`src/rtl/sync_format_detector.sv`:
```
// sync_format_detector
//   Receive side of the VDG timing interface. Samples HSn/FSn in the pixel
//   clock domain and measures the line period and the lines per frame. Each
//   frame is classified as 312-line (FrameFormat=0) or 262-line
//   (FrameFormat=1), and a SEARCH/ACQUIRE/LOCKED/HOLD state machine tracks
//   whether the incoming format is stable.
//
// Ports
//   i_clk            pixel clock, rising edge
//   i_resetn         synchronous active-low reset
//   i_hsn            horizontal sync, active low (rise = end of sync)
//   i_fsn            field sync, active low (rise = frame boundary)
//   o_locked         1 = stable recognised format
//   o_frame_format   0 = 312-line, 1 = 262-line (meaningful while locked)
//   o_line_period    clk cycles in the last complete line
//   o_frame_lines    HSn rises counted in the last complete frame
//   o_line_num       HSn rises since the last FSn rise (saturating)
//   o_col_num        clk cycles since the last HSn rise (saturating)
//   o_sync_error     one-cycle pulse on timeout or line-counter overflow
module sync_format_detector #(
  parameter int unsigned COLS_NOM     = 459,
  parameter int unsigned COL_TOL      = 2,
  parameter int unsigned LINES_312    = 312,
  parameter int unsigned LINES_262    = 262,
  parameter int unsigned LINE_TOL     = 1,
  parameter int unsigned LOCK_COUNT   = 3,
  parameter int unsigned TIMEOUT_COLS = 1000
) (
  input  logic          i_clk,
  input  logic          i_resetn,
  input  logic          i_hsn,
  input  logic          i_fsn,
  output logic          o_locked,
  output logic          o_frame_format,
  output logic [9:0]    o_line_period,
  output logic [9:0]    o_frame_lines,
  output logic [9:0]    o_line_num,
  output logic [9:0]    o_col_num,
  output logic          o_sync_error
);

  localparam int unsigned CW = 10;
  localparam int unsigned MW = 3;

  localparam logic [CW-1:0] CNT_MAX    = '1;
  localparam logic [CW-1:0] C_COLS_NOM = CW'(COLS_NOM);
  localparam logic [CW-1:0] C_COL_TOL  = CW'(COL_TOL);
  localparam logic [CW-1:0] C_L312     = CW'(LINES_312);
  localparam logic [CW-1:0] C_L262     = CW'(LINES_262);
  localparam logic [CW-1:0] C_LINE_TOL = CW'(LINE_TOL);
  localparam logic [CW-1:0] C_TIMEOUT  = CW'(TIMEOUT_COLS);
  localparam logic [MW-1:0] C_LOCK     = MW'(LOCK_COUNT);

  typedef enum logic [1:0] {
    ST_SEARCH  = 2'd0,
    ST_ACQUIRE = 2'd1,
    ST_LOCKED  = 2'd2,
    ST_HOLD    = 2'd3
  } state_t;

  // Absolute difference without wrap-around.
  function automatic logic [CW-1:0] abs_diff(input logic [CW-1:0] a,
                                             input logic [CW-1:0] b);
    return (a >= b) ? (a - b) : (b - a);
  endfunction

  // Input capture and edge-detect history
  logic          r_hs_s1, r_hs_s2;
  logic          r_fs_s1, r_fs_s2;

  // Measurement datapath
  logic [CW-1:0] r_col_num;
  logic [CW-1:0] r_line_num;
  logic [CW-1:0] r_line_period;
  logic [CW-1:0] r_frame_lines;
  logic          r_bad_line;
  logic          r_sync_err;

  // Lock state machine
  state_t        r_state;
  logic [MW-1:0] r_match;
  logic          r_prev_fmt;
  logic          r_have_prev;
  logic          r_locked;
  logic          r_frame_format;

  state_t        w_state_nx;
  logic [MW-1:0] w_match_nx;
  logic          w_prev_fmt_nx;
  logic          w_have_prev_nx;
  logic          w_locked_nx;
  logic          w_frame_format_nx;

  logic          w_hs_rise;
  logic          w_fs_rise;
  logic [CW:0]   w_period_raw;
  logic [CW-1:0] w_period;
  logic [CW-1:0] w_col_next;
  logic [CW-1:0] w_line_cnt;
  logic [CW-1:0] w_line_next;
  logic          w_period_ok;
  logic          w_line_bad;
  logic          w_frame_bad;
  logic          w_is_312;
  logic          w_is_262;
  logic          w_fmt;
  logic          w_frame_valid;
  logic          w_timeout;
  logic          w_overflow;
  logic          w_sync_err;

  // Edge detect on the registered copies; history resets high so no edge follows reset.
  assign w_hs_rise = r_hs_s1 & ~r_hs_s2;
  assign w_fs_rise = r_fs_s1 & ~r_fs_s2;

  // Period of the line ending now, clamped instead of wrapping past 1023.
  assign w_period_raw = {1'b0, r_col_num} + (CW+1)'(1);
  assign w_period     = w_period_raw[CW] ? CNT_MAX : w_period_raw[CW-1:0];

  assign w_col_next = w_hs_rise ? '0
                    : ((r_col_num == CNT_MAX) ? CNT_MAX : r_col_num + CW'(1));

  // Line count including a coincident HSn rise; this is what a frame reports.
  assign w_line_cnt  = (w_hs_rise && (r_line_num != CNT_MAX)) ? r_line_num + CW'(1)
                                                              : r_line_num;
  assign w_line_next = w_fs_rise ? '0 : w_line_cnt;

  assign w_period_ok = abs_diff(w_period, C_COLS_NOM) <= C_COL_TOL;
  assign w_line_bad  = w_hs_rise & ~w_period_ok;
  assign w_frame_bad = r_bad_line | w_line_bad;

  // Frame classification at the FSn rise; 312 wins if ranges ever overlap.
  assign w_is_312      = abs_diff(w_line_cnt, C_L312) <= C_LINE_TOL;
  assign w_is_262      = abs_diff(w_line_cnt, C_L262) <= C_LINE_TOL;
  assign w_fmt         = w_is_262 & ~w_is_312;
  assign w_frame_valid = ~w_frame_bad & (w_is_312 | w_is_262);

  // Timeout fires only on the transition into TIMEOUT_COLS, so one pulse per line.
  assign w_timeout  = (w_col_next == C_TIMEOUT) && (r_col_num != C_TIMEOUT);
  // Overflow fires only on the transition into saturation.
  assign w_overflow = w_hs_rise & ~w_fs_rise & (r_line_num == CNT_MAX - CW'(1));
  assign w_sync_err = w_timeout | w_overflow;

  // Measurement datapath registers
  always_ff @(posedge i_clk) begin
    if (!i_resetn) begin
      r_hs_s1       <= 1'b1;
      r_hs_s2       <= 1'b1;
      r_fs_s1       <= 1'b1;
      r_fs_s2       <= 1'b1;
      r_col_num     <= '0;
      r_line_num    <= '0;
      r_line_period <= '0;
      r_frame_lines <= '0;
      r_bad_line    <= 1'b0;
      r_sync_err    <= 1'b0;
    end else begin
      r_hs_s1    <= i_hsn;
      r_hs_s2    <= r_hs_s1;
      r_fs_s1    <= i_fsn;
      r_fs_s2    <= r_fs_s1;
      r_col_num  <= w_col_next;
      r_line_num <= w_line_next;
      if (w_hs_rise) begin
        r_line_period <= w_period;
      end
      if (w_fs_rise) begin
        r_frame_lines <= w_line_cnt;
      end
      // Sticky per-frame flag, restarted at every frame boundary.
      r_bad_line <= w_fs_rise ? 1'b0 : (r_bad_line | w_line_bad);
      r_sync_err <= w_sync_err;
    end
  end

  // Lock state register
  always_ff @(posedge i_clk) begin
    if (!i_resetn) begin
      r_state        <= ST_SEARCH;
      r_match        <= '0;
      r_prev_fmt     <= 1'b0;
      r_have_prev    <= 1'b0;
      r_locked       <= 1'b0;
      r_frame_format <= 1'b0;
    end else begin
      r_state        <= w_state_nx;
      r_match        <= w_match_nx;
      r_prev_fmt     <= w_prev_fmt_nx;
      r_have_prev    <= w_have_prev_nx;
      r_locked       <= w_locked_nx;
      r_frame_format <= w_frame_format_nx;
    end
  end

  // Lock next-state and output logic; sync errors override frame events.
  always_comb begin
    w_state_nx        = r_state;
    w_match_nx        = r_match;
    w_prev_fmt_nx     = r_prev_fmt;
    w_have_prev_nx    = r_have_prev;
    w_locked_nx       = r_locked;
    w_frame_format_nx = r_frame_format;

    if (w_sync_err) begin
      w_state_nx     = ST_SEARCH;
      w_locked_nx    = 1'b0;
      w_match_nx     = '0;
      w_have_prev_nx = 1'b0;
    end else if (w_fs_rise) begin
      unique case (r_state)
        ST_SEARCH: begin
          w_state_nx     = ST_ACQUIRE;
          w_match_nx     = '0;
          w_have_prev_nx = 1'b0;
        end
        ST_ACQUIRE: begin
          if (w_frame_valid && (!r_have_prev || (w_fmt == r_prev_fmt))) begin
            w_match_nx = r_match + MW'(1);
          end else begin
            w_match_nx = {{(MW-1){1'b0}}, w_frame_valid};
          end
          w_prev_fmt_nx  = w_fmt;
          // An invalid frame leaves no format to match against.
          w_have_prev_nx = w_frame_valid;
          if (w_frame_valid && (w_match_nx == C_LOCK)) begin
            w_state_nx        = ST_LOCKED;
            w_locked_nx       = 1'b1;
            w_frame_format_nx = w_fmt;
          end
        end
        ST_LOCKED: begin
          if (!w_frame_valid || (w_fmt != r_frame_format)) begin
            w_state_nx = ST_HOLD;
          end
        end
        ST_HOLD: begin
          if (w_frame_valid && (w_fmt == r_frame_format)) begin
            w_state_nx = ST_LOCKED;
          end else begin
            w_state_nx  = ST_SEARCH;
            w_locked_nx = 1'b0;
          end
        end
        default: begin
          w_state_nx = ST_SEARCH;
        end
      endcase
    end
  end

  assign o_locked       = r_locked;
  assign o_frame_format = r_frame_format;
  assign o_line_period  = r_line_period;
  assign o_frame_lines  = r_frame_lines;
  assign o_line_num     = r_line_num;
  assign o_col_num      = r_col_num;
  assign o_sync_error   = r_sync_err;

endmodule
```
`config.mk`:
```
export PLATFORM = sky130hd
export DESIGN_NAME = sync_format_detector
export DESIGN_NICKNAME = d
export VERILOG_FILES = /design/src/rtl/sync_format_detector.sv
export SDC_FILE = /design/constraint.sdc
export NUM_CORES = 1
export LEC_CHECK = 0
export BUFFER_PORTS_ARGS = -buffer_cell sky130_fd_sc_hd__buf_2
export CORE_MARGIN = 3
export CORE_UTILIZATION = 50
export CTS_CLUSTER_DIAMETER = 150
export DETAILED_ROUTE_END_ITERATION = 12
export PLACE_DENSITY = 0.72
export SETUP_SLACK_MARGIN = 0.5
export SYNTH_ARGS = -nofsm -noshare
export SYNTH_HDL_FRONTEND = slang
export SYNTH_SLANG_ARGS = --single-unit
```
`constraint.sdc`:
```
create_clock -name i_clk -period 9.7 [get_ports i_clk]
set_input_delay 0.485 -clock i_clk [delete_from_list [all_inputs] [get_ports i_clk]]
set_output_delay 0.485 -clock i_clk [all_outputs]
set_load 0.02 [all_outputs]
```
### After elaboration in Yosys (flattened, before gate mapping)

Cells that the tools add are included.

* bits in writable memories: 0
* word-level logic and storage cells: 104
* register bits: 55
* latch bits: 0
* output and inout port bits: 43
* memories kept: 0
* bits in read-only memories: 0

* multipliers: 0
* divide/modulo/power cells: 0
* shift-type cells: 0
* equal/unequal tests: 15
* bitwise gates (word level): 18
* add/subtract/negate cells: 10
* reduce and logical (&&, ||, !) cells: 19
* $lt $le $gt $ge: 6
* mux-type cells: 20

Operators with widths (count)
* 10-bit 2-to-1 mux: 7
* 10-bit equality test (second input constant): 3
* 10-bit by 9-bit >= comparator with 1-bit output (second input constant): 3
* 10-bit by 9-bit subtractor with 10-bit output (second input constant): 3
* 9-bit by 10-bit subtractor with 10-bit output (first input constant): 3
* 10-bit by 1-bit adder with 10-bit output (second input constant): 2
* 10-bit by 1-bit <= comparator with 1-bit output (second input constant): 2
* 10-bit != test (second input constant): 2
* 3-bit 2-to-1 mux: 4
* 10-bit by 1-bit adder with 11-bit output (second input constant): 1
* 10-bit by 2-bit <= comparator with 1-bit output (second input constant): 1
* 1-bit inverter: 8
* 2-bit one-hot mux with 4 select lines: 1
* 4-bit AND reduction: 2
* 1-bit AND: 7
* 2-bit 2-to-1 mux: 3
* 2-bit != test (second input constant): 3
* 3-bit one-hot mux with 2 select lines: 1
* 3-bit AND reduction: 2
* 1-bit logical AND: 5
* 2-bit equality test (second input constant): 2
* 1-bit one-hot mux with 2 select lines: 2
* 2-bit nonzero test: 2
* 2-bit OR reduction: 2
* other kinds (11): 17

### Longest topological paths before layout

* depth in word-level cells: 20
* mapped depth: 18

### Worst setup path after synthesis

OpenSTA, ideal clock, no wires.

* path kind: register to register
* from: register r_col_num[0], in the netlist o_col_num[0]
* to: register r_locked, in the netlist o_locked
* arrival time: 4.248 ns
* stages on the path, launching flop included: 17
* path slack: 5.365 ns
* clock period less this slack: 4.335 ns
* setup time: 0.086 ns
* cells stage by stage: dfxtp_1 > ha_1 > nand4_1 > nor3_1 > nor2_1 > ha_1 > a21oi_1 > o21ai_0 > or4_1 > a21boi_0 > xor2_1 > o22ai_1 > nor4_1 > a31oi_1 > a211oi_4 > nand3_2 > a221oi_2

* longest elaborated chain between the ends: 19
* elaborated cells on any way between the ends: 32
* those cells by class: add/sub (4); order compare (2); eq/ne (6); mux (8); bitwise (6); reduce/logical (6)

RTL lines
* start, declared: line 72 `logic [CW-1:0] r_col_num;`
* start signal, assigned: line 162 `r_col_num <= w_col_next;`
* 10-bit by 1-bit adder with 11-bit output: line 117 `assign w_period_raw = {1'b0, r_col_num} + (CW+1)'(1);`
* 10-bit 2-to-1 mux: line 118 `assign w_period = w_period_raw[CW] ? CNT_MAX : w_period_raw[CW-1:0];`
* 9-bit by 10-bit subtractor with 10-bit output, or another cell as far along: line 64 `return (a >= b) ? (a - b) : (b - a);`
* 10-bit 2-to-1 mux: line 64
* 10-bit by 2-bit <= comparator with 1-bit output: line 128 `assign w_period_ok = abs_diff(w_period, C_COLS_NOM) <= C_COL_TOL;`
* 1-bit inverter: line 129 `assign w_line_bad = w_hs_rise & ~w_period_ok;`
* 1-bit AND: line 129
* 1-bit bitwise OR: line 130 `assign w_frame_bad = r_bad_line | w_line_bad;`
* [... 3 more ...]
* 3-bit 2-to-1 mux: line 217 `if (w_frame_valid && (!r_have_prev || (w_fmt == r_prev_fmt))) begin`
* 3-bit 2-to-1 mux: line 210 `unique case (r_state)`
* 3-bit 2-to-1 mux: line 209 `end else if (w_fs_rise) begin`
* 3-bit 2-to-1 mux: line 204 `if (w_sync_err) begin`
* 3-bit by 2-bit equality test with 1-bit output: line 225 `if (w_frame_valid && (w_match_nx == C_LOCK)) begin`
* 1-bit logical AND: line 225
* 2-bit != test (no source line)
* 4-bit AND reduction (no source line)
* end signal, assigned: line 190 `r_locked <= w_locked_nx;`
* end, declared: line 84 `logic r_locked;`

Several ways; a longest one is shown, not always the timed one. The select of a mux whose other input is x is not followed.
A chain may end at the register's enable or synchronous reset.

### Worst setup path in the final report

Same ends and word-level chain as after synthesis.

==> metrics <==
critical-path maximum fanout 9; worst hold start i_hsn; utilization after layout 0.582; number of global-route vias before repair 3595; HPWL after DPL 7.85 mm; final setup fails 0; Worst IR Drop VDD 0.0508 mV; synth cell count leaders 61 x nor2_1, 55 x dfxtp_1, 41 x nand2_1; global-route wire length before repair 17.6 mm; CTS tree built; CP most frequent cell ha_1; RSZ-0062 raised after global routing no; Leakage Power 1.72 nW; total CTS buffers 5; routed len/inst 16.7 um; antenna-violating nets left 0; Die Wd 95.0 um; Site Rows 31; Final min period 4.87 ns; vias per inst 6.13; Post CTS Setup Buffer Count 0; starting density of the core 0.532; Hold Path Stages 2; clk slew on worst S/H paths 0.10 ns; Net Count, Synth 522; register area share after synthesis 0.278; Syn Inst Count 500; Min-Delay Path Class in2reg; max_cap viols 0; CP Buf/Inv Count 0; Syn-to-layout area delta 9.38%; critical-path cell with the highest stage delay nor3_1; cells along the critical path ha_1, nand4_1, nor3_1, nor2_1, ha_1, a21oi_1, o21ai_0, or4_1, a21boi_0, xor2_1, o22ai_1, nor4_1, a31oi_1, a211oi_4, nand3_2, a221oi_2; Worst R2R Path Depth 16; Pwr Total 433 uW; H-tree depth 2; cts hold-fix bufs 0; clk buf depth 2; num ports 47; CTS root buf clkbuf_8; routed wire length 10.6 mm; Worst R2R Start o_col_num[0]; largest net degree at the start of global routing 23; delay of the slowest critical-path stage 0.56 ns; I/O Buffers 46; distinct cell type count after synthesis 82; async set-reset flop share out of synthesis 0; worst hold margin 0.362 ns; fin crit share 0.502; ant diodes 0; power per standard cell area 99.9 nW/um2; post-cts resize count 0; CP endpoint kind flop; worst reg2reg path endpoint o_locked; initial antenna violation count 0; clk_skew 0.0102 ns; CP Data Required Time 9.94 ns; Vias 3866; Primary FF master, synth dfxtp_1; nets 554; most common cell in the synthesized netlist nor2_1; drt first pass iters 4; area of the mapped netlist 3960 um2; WP depth 16; GRT Util Overall 0.245; cell count after placement 624; Clock Latency Late Sink 0.32 ns; # clock sinks 55; main area contributors after synthesis dfxtp_1 28%, nor2_1 5.8%, ha_1 5.7%; Filler cells 722; actual slew at the worst max-slew pin 0.934 ns; status finished clean; Max Slew Vio Count 0; WS Path Type reg2reg; grt total ovfl 0; Endpoint, Worst Hold r_hs_s1; Setup crit start kind flop; Critical Path AT 5.11 ns; Avg Cell Area, Syn 7.92 um2; die height 95.0 um; DIE AREA 9020 um2; fmax 205 MHz; layout cell share with drive strength beyond 1 0.150; final hold violation count 0; Initial DRC Count 301; Rel. slew slack 0.376; setup_tns 0 ns; area leader, netlist dfxtp_1; GPL Wtd Cong 0.957; reg2reg setup slack 4.83 ns; Syn. warnings 0; Non-Filler Instances 631; Seq cells post-synth 55; drc violations 0; share of the synthesized area in the top cell type 0.278; number of synthesized flops with an enable pin 0; Worst path top cell family by delay simple AND/OR/NAND/NOR gates; floorplan core area 7450 um2
-- power breakdown --
| part | total (mW) | internal, mW | switching (mW) |
|---|---|---|---|
| combinational | 0.0465 | 0.0159 | 0.0306 |
| sequential | 0.235 | 0.230 | 0.00458 |
| clock | 0.152 | 0.0756 | 0.0760 |
-- how the worst max path moves through the flow --
stage                        from        to
floorplan            o_col_num[0]  o_locked
global placement    o_line_num[4]  o_locked
detailed placement   o_col_num[0]  o_locked
CTS                  o_col_num[0]  o_locked
global route         o_col_num[0]  o_locked
finish               o_col_num[0]  o_locked
-- sequential cells by signal, summed over array words and instances (netlist names), 2 cells and up --
register       flops
o_frame_lines     10
o_col_num         10
r_state            2
o_line_period     10
o_line_num        10
r_match            3
-- area by class of cell --
type                            instances  area, um2  share of cell area
Clock buffer                            5       68.8              0.0159
Clock inverter                          2       37.5             0.00867
Inverter                               24       91.3              0.0211
Multi-Input combinational cell        399       2670               0.617
Sequential cell                        55       1100               0.254
Tap cell                               99        124              0.0286
Timing Repair Buffer                   47        238              0.0549
-- cells by family (layout without fill, tap and decap cells) --
family	after synthesis	count (layout)	synth area share
xor gates and xnor gates	19	19	0.0581
buffers and inverters	46	78	0.0474
AOI/OAI and AO/OA	147	147	0.268
DFF	55	55	0.278
adders and majority gates	18	18	0.0569
and+or+nand+nor	207	207	0.270
muxes	8	8	0.0218
-- metal layers --
layer | routed length, um | global-route usage
met1 | 4920 | 0.341
met2 | 4910 | 0.393
met3 | 561 | 0.0303
met4 | 157 | 0.0745
met5 | 0 | 0
-- cell usage in the layout (no fill, tap or decap), types with 5 or more instances in the layout --
cell / count
ha_1: 18
nand3_1: 19
nor3_1: 10
nand2_1: 41
and2_1: 6
a211oi_1: 19
mux2i_1: 5
or3_1: 6
nand4_1: 5
inv_1: 21
o21ai_0: 20
xnor2_1: 9
nor2_1: 61
dfxtp_1: 55
nand2b_1: 9
nor2b_1: 12
buf_2: 46
and3_1: 6
clkbuf_8: 5
o211ai_1: 10
xor2_1: 6
a31oi_1: 10
a21oi_1: 32
-- through the flow --
stage / worst slack [ns] / instance area, um2
2_1_floorplan: 5.37 / 3960
3_3_place_gp: 5.07 / 4230
3_5_place_dp: 4.89 / 4230
4_1_cts: 4.88 / 4330
5_1_grt: 4.38 / 4330
6_report: 4.83 / 4330
Power figures use the tool's default switching activity.
